**config.mk**
```make
export PLATFORM = sky130hd
export DESIGN_NAME = e_car_unit
export DESIGN_NICKNAME = d
export VERILOG_FILES = /design/src/rtl/sys_pkg.sv /design/src/rtl/e_cycle_timer.sv /design/src/rtl/e_car_unit.sv
export SDC_FILE = /design/constraint.sdc
export NUM_CORES = 1
export LEC_CHECK = 0
export CAP_MARGIN = 20
export CORE_MARGIN = 2
export CORE_UTILIZATION = 45
export DETAILED_ROUTE_END_ITERATION = 10
export PLACE_DENSITY = 0.77
export RECOVER_POWER = 25
export SYNTH_ARGS = -nofsm -noshare
export SYNTH_HDL_FRONTEND = slang
export SYNTH_SLANG_ARGS = --single-unit
```
**constraint.sdc**
```tcl
create_clock -name clk -period 5.66 [get_ports clk]
set_input_delay 0.849 -clock clk [delete_from_list [all_inputs] [get_ports clk]]
set_output_delay 0.849 -clock clk [all_outputs]
set_load 0.02 [all_outputs]
```
**src/rtl/sys_pkg.sv**
```systemverilog
// Shared definitions for the elevator cab endpoint: floor count and the cab state encoding.
package sys_pkg;

    localparam int NUM_FLOORS = 6;

    typedef enum logic [2:0] {
        PARKED,
        MOVE_UP,
        MOVE_DOWN,
        DOOR_OPENING,
        DOOR_OPEN,
        DOOR_CLOSING
    } car_state_e;

    function automatic int max3(input int a, input int b, input int c);
        int m;
        m = (a > b) ? a : b;
        return (m > c) ? m : c;
    endfunction

endpackage

```
**src/rtl/e_cycle_timer.sv**
```systemverilog
// Phase timer shared by floor travel and the door sequence; counts up from 0 and flags
// the terminal count so the owner can leave the current phase.
module e_cycle_timer #(
    parameter int W = 4
) (
    input  logic         clk,
    input  logic         rst,
    input  logic         restart,
    input  logic [W-1:0] limit,
    output logic         done
);

    logic [W-1:0] count;

    always_ff @(posedge clk) begin
        if (rst || restart) begin
            count <= '0;
        end else if (count != limit) begin
            count <= count + 1'b1;
        end
    end

    assign done = (count == limit);

endmodule

```
**src/rtl/e_car_unit.sv**
```systemverilog
// Cab-side endpoint: turns up/down/stop commands into floor travel and a door
// open/dwell/close sequence, reporting location and door state back to the controller.
module e_car_unit #(
    parameter int NUM_FLOORS       = sys_pkg::NUM_FLOORS,
    parameter int LOC_W            = 3,
    parameter int FLOOR_TRAVEL_CYC = 4,
    parameter int DOOR_MOVE_CYC    = 2,
    parameter int DOOR_DWELL_CYC   = 8
) (
    input  logic             clk,
    input  logic             rst,
    input  logic             up,
    input  logic             down,
    input  logic             stop,
    input  logic             door_obstruct,
    output logic [LOC_W-1:0] E_location,
    output logic             door_status,
    output logic             moving,
    output logic             arrived,
    output logic             cmd_err
);

    import sys_pkg::*;

    localparam int TMR_W = $clog2(max3(FLOOR_TRAVEL_CYC, DOOR_MOVE_CYC, DOOR_DWELL_CYC)) + 1;
    localparam logic [LOC_W-1:0] TOP_FLOOR = LOC_W'(NUM_FLOORS - 1);

    car_state_e       state, next_state, dec_state;
    logic [LOC_W-1:0] arrive_loc, dec_floor, next_loc;
    logic             dec_err, next_err, next_arr;
    logic             in_motion, timer_done, timer_restart;
    logic [TMR_W-1:0] timer_limit;

    assign in_motion = (state == MOVE_UP) || (state == MOVE_DOWN);

    // Floor reached at the end of the current travel leg; saturates at the shaft ends.
    always_comb begin
        arrive_loc = E_location;
        if (state == MOVE_UP && E_location != TOP_FLOOR) begin
            arrive_loc = E_location + 1'b1;
        end else if (state == MOVE_DOWN && E_location != '0) begin
            arrive_loc = E_location - 1'b1;
        end
    end

    // Command decode against the floor the car is at (or is arriving at): stop > up > down.
    always_comb begin
        dec_floor = in_motion ? arrive_loc : E_location;
        dec_state = PARKED;
        dec_err   = 1'b0;
        if (stop) begin
            dec_state = DOOR_OPENING;
        end else if (up && down) begin
            dec_err = 1'b1;
        end else if (up) begin
            if (dec_floor == TOP_FLOOR) dec_err = 1'b1;
            else                        dec_state = MOVE_UP;
        end else if (down) begin
            if (dec_floor == '0) dec_err = 1'b1;
            else                 dec_state = MOVE_DOWN;
        end
    end

    always_comb begin
        unique case (state)
            MOVE_UP, MOVE_DOWN:        timer_limit = TMR_W'(FLOOR_TRAVEL_CYC - 1);
            DOOR_OPENING, DOOR_CLOSING: timer_limit = TMR_W'(DOOR_MOVE_CYC - 1);
            DOOR_OPEN:                 timer_limit = TMR_W'(DOOR_DWELL_CYC - 1);
            default:                   timer_limit = '0;
        endcase
    end

    always_comb begin
        next_state = state;
        next_loc   = E_location;
        next_arr   = 1'b0;
        next_err   = 1'b0;
        unique case (state)
            PARKED: begin
                next_state = dec_state;
                next_err   = dec_err;
            end
            MOVE_UP, MOVE_DOWN: begin
                if (timer_done) begin
                    next_loc = arrive_loc;
                    next_arr = 1'b1;
                    next_err = dec_err;
                    // A reversal request parks the car rather than turning it around.
                    if (dec_state == state || dec_state == DOOR_OPENING) next_state = dec_state;
                    else                                                 next_state = PARKED;
                end
            end
            DOOR_OPENING: if (timer_done) next_state = DOOR_OPEN;
            DOOR_OPEN:    if (timer_done && !door_obstruct) next_state = DOOR_CLOSING;
            DOOR_CLOSING: begin
                if (door_obstruct)   next_state = DOOR_OPENING;
                else if (timer_done) next_state = PARKED;
            end
            default: next_state = PARKED;
        endcase
    end

    // The timer restarts on every phase entry, every completed leg, and while an obstruction holds dwell.
    assign timer_restart = (state == PARKED) || timer_done || (next_state != state) ||
                           (state == DOOR_OPEN && door_obstruct);

    e_cycle_timer #(.W(TMR_W)) u_timer (
        .clk     (clk),
        .rst     (rst),
        .restart (timer_restart),
        .limit   (timer_limit),
        .done    (timer_done)
    );

    always_ff @(posedge clk) begin
        if (rst) begin
            state       <= PARKED;
            E_location  <= '0;
            door_status <= 1'b1;
            moving      <= 1'b0;
            arrived     <= 1'b0;
            cmd_err     <= 1'b0;
        end else begin
            state       <= next_state;
            E_location  <= next_loc;
            arrived     <= next_arr;
            cmd_err     <= next_err;
            moving      <= (next_state == MOVE_UP) || (next_state == MOVE_DOWN);
            door_status <= (next_state == PARKED) || (next_state == MOVE_UP) ||
                           (next_state == MOVE_DOWN);
        end
    end

endmodule

```
==> results by group <==
Status
  • Outcome: completed

Pwr
  • Total Power: around 0.32 mW
  • PwrDens: 266 nW/um^2
  • Lkg Pwr: 0.438 nW
  • Maximum vdd drop: a little over 200 uV

Clocking
  • CTS Buf Count: 3
  • Cts hold-fix bufs: 0
  • Clk root buf: clkbuf_4
  • Worst skew pair latency: between 0.2 and 0.3 ns
  • Post-CTS sizing: 0
  • # clock sinks: 14
  • Clk slew on worst S/H paths: 0.10 ns
  • Post-CTS setup repair buffer count: 0
  • Max clock buf depth: 2
  • H-tree depth: 1
  • TritonCTS clock tree: built

Synthesis
  • Post-synthesis mux area share: between 4 and 5%
  • Synth Area in Compound Gates: between 20% and 30%
  • Yosys warns: 0
  • Number of flops mapped to enable cells by yosys: 0
  • Largest family of logic cells by synthesized area: simple AND/OR/NAND/NOR gates
  • Cells after Synth: 127
  • Asr flop ratio synth: 0%
  • Post-Synth XOR/XNOR Area: under 10%
  • Ys flop type: dfxtp_1
  • Mapped cell area: approximately 1100 um^2
  • Sequential cell area fraction in the yosys report: 26.3%
  • Synthesized area per cell: approximately 8.4 um^2
  • Post-synth cell types: 50
  • Synth Area in Simple Gates: between 20% and 30%
  • Adder and majority gate portion of the synthesized area: 6.93%
  • Syn nets: between 100 and 150
  • Flop and latch count out of synthesis: 14

Finish
  • Leading cell types in the layout, fill and taps excluded: nor2_1, dfxtp_1, inv_1, nand2_1
  • Final instance area: between 1000 and 1500 um^2
  • # diodes: 0
  • Final core utilization: between 50 and 60%
  • Area Growth Syn to Fin: 11.5%
  • Fraction of layout cells with a size suffix above 1: a little under an eighth
  • Commonest non-fill, non-tap cell in the layout: nor2_1
  • Final Non-Filler Cells: ~160
  • Fillers: roughly 210
  • Nets: around 150

GRT
  • Global Route Usage Sum: a little under a fifth
  • Antenna violations before repair: 0
  • First-pass GRT wire length: 3840 um
  • Vias in the first global route: 885
  • GRT overflow: 0
  • Largest net degree at the start of global routing: 20

Setup path
  • CP Launch Point: state[0]
  • WP data arrival: ~3.3 ns
  • Worst Path Required: a little under 6 ns
  • CP Capture Point: moving
  • Cell breakdown of the critical path: xor2_2 -> a21oi_1 -> o41ai_1 -> nand2_4 -> or4_4 -> o2111ai_2 -> mux2_4
  • Slowest stage cell, crit path: o41ai_1
  • FF-to-FF setup slack: between 2 and 3 ns
  • CP endpoint kind: flop
  • R2R Path End: moving
  • Critical path fanouts, max: 18
  • Worst Reg2Reg Path Length in Cells: 7
  • WS Path Type: flop to flop
  • Crit start category: flop
  • Slowest cell delay on critical path: approximately 0.86 ns
  • R2r startpoint: state[0]

Floorplan
  • Initial core utilization: a little under half
  • Die width: roughly 53 um
  • Die extent in y: 52.6 um
  • Die Area: 2770 um^2
  • Rows: 17
  • # IOs: 13
  • Core Region: between 2000 and 2500 um^2

Job
  • Max-cap viol count: 0

STA
  • Unrepaired setup endpoints after global routing: false
  • Setup TNS: 0 ns
  • Final hold vios: 0
  • Period minus WS final: about 3.1 ns
  • Post-route clock period utilization: 55.2%
  • Hold slack: between 0.6 and 0.7 ns
  • Fmax achieved: about 320 MHz
  • Worst-Margin Slew: around 1.1 ns
  • Setup violators final: 0
  • Slew Limit Fails: 0
  • Max_slew headroom: ~28%
  • Clock skew: 0.0173 ns
  • Final WS setup: 2.54 ns

Placed design
  • Port Buffers: 12
  • DP Area: ~1200 um^2
  • Placer Congestion: approximately 0.80
  • Post-DP HPWL: approximately 1600 um
  • Pre-CTS WS: about 2.8 ns
  • Post-placement cell count: between 150 and 200

Routing
  • Routed vias/inst: roughly 5.7
  • Drt pass-1 iters: 4
  • Total number of vias: between 900 and 1,000
  • Initial drt markers: 43
  • Post-DRT Antenna Nets: 0
  • DRC viols: 0
  • WL per Instance: ~13 um
  • Final wirelength: roughly 2200 um

Hold path
  • Hold Startpoint: E_location[0]
  • HP Class: flop to flop
## power breakdown
group,total (mW),switching (mW),internal [mW]
sequential,0.129,0.0204,0.108
combinational,0.113,0.0619,0.0515
clock,0.0741,0.0349,0.0392
## registers in the layout (all words and copies together) (netlist names)
register / count
moving: 1
state: 3
door_status: 1
arrived: 1
cmd_err: 1
E_location: 3
u_timer.count: 4
## metal layers
metal	vias to the layer above	global-route usage [%]	share of wire [%]
li1	469	-	-
met1	422	24.2	47
met2	38	29.4	46
met3	7	2.29	4.4
met4	0	10.7	2.6
met5	-	0	0
## cell usage after synthesis (3+ instances only)
cell type / n / area, um^2
a21oi_1: 8 / 40.0
buf_2: 4 / 20.0
dfxtp_1: 14 / 280
ha_1: 5 / 62.6
inv_1: 9 / 33.8
nand2_1: 9 / 33.8
nand3_1: 3 / 15.0
nor2_1: 15 / 56.3
nor2b_1: 6 / 37.5
nor3_1: 5 / 25.0
xnor2_1: 4 / 35.0
## cell type report
class                           count  area (um^2)  share of cell area [%]
Multi-Input combinational cell     95          678                    57.1
Sequential cell                    14          280                    23.6
Timing Repair Buffer               12          120                    10.1
Inverter                           10         37.5                    3.16
Clock buffer                        4         36.3                    3.06
Tap cell                           28         35.0                    2.95
## worst min path at each step
stage | endpoint | slack, ns | depth (start not counted)
floorplan | u_timer.count[1] | 0.55 | 3
global placement | E_location[0] | 0.58 | 2
detailed placement | E_location[0] | 0.59 | 2
CTS | E_location[0] | 0.61 | 2
global route | E_location[0] | 0.66 | 2
finish | E_location[0] | 0.61 | 2
## kinds of logic after synthesis
| logic type | Yosys count |
|---|---|
| adder cells (fa/ha/maj) | 6 |
| AO/OA/AOI/OAI | 28 |
| flip-flops | 14 |
| multiplexers | 4 |
| XOR/XNOR | 7 |
| buffers and inverters | 18 |
| AND/OR/NAND/NOR | 50 |
## worst max-delay path, delay by kind of cell, from the launching register on
family           cells  cell delay, ns
AO/OA/AOI/OAI        3            1.07
flip-flops           1            0.74
AND/OR/NAND/NOR      2            0.70
multiplexers         1            0.32
XOR/XNOR             1            0.21
(Power assumes the default switching activity.)
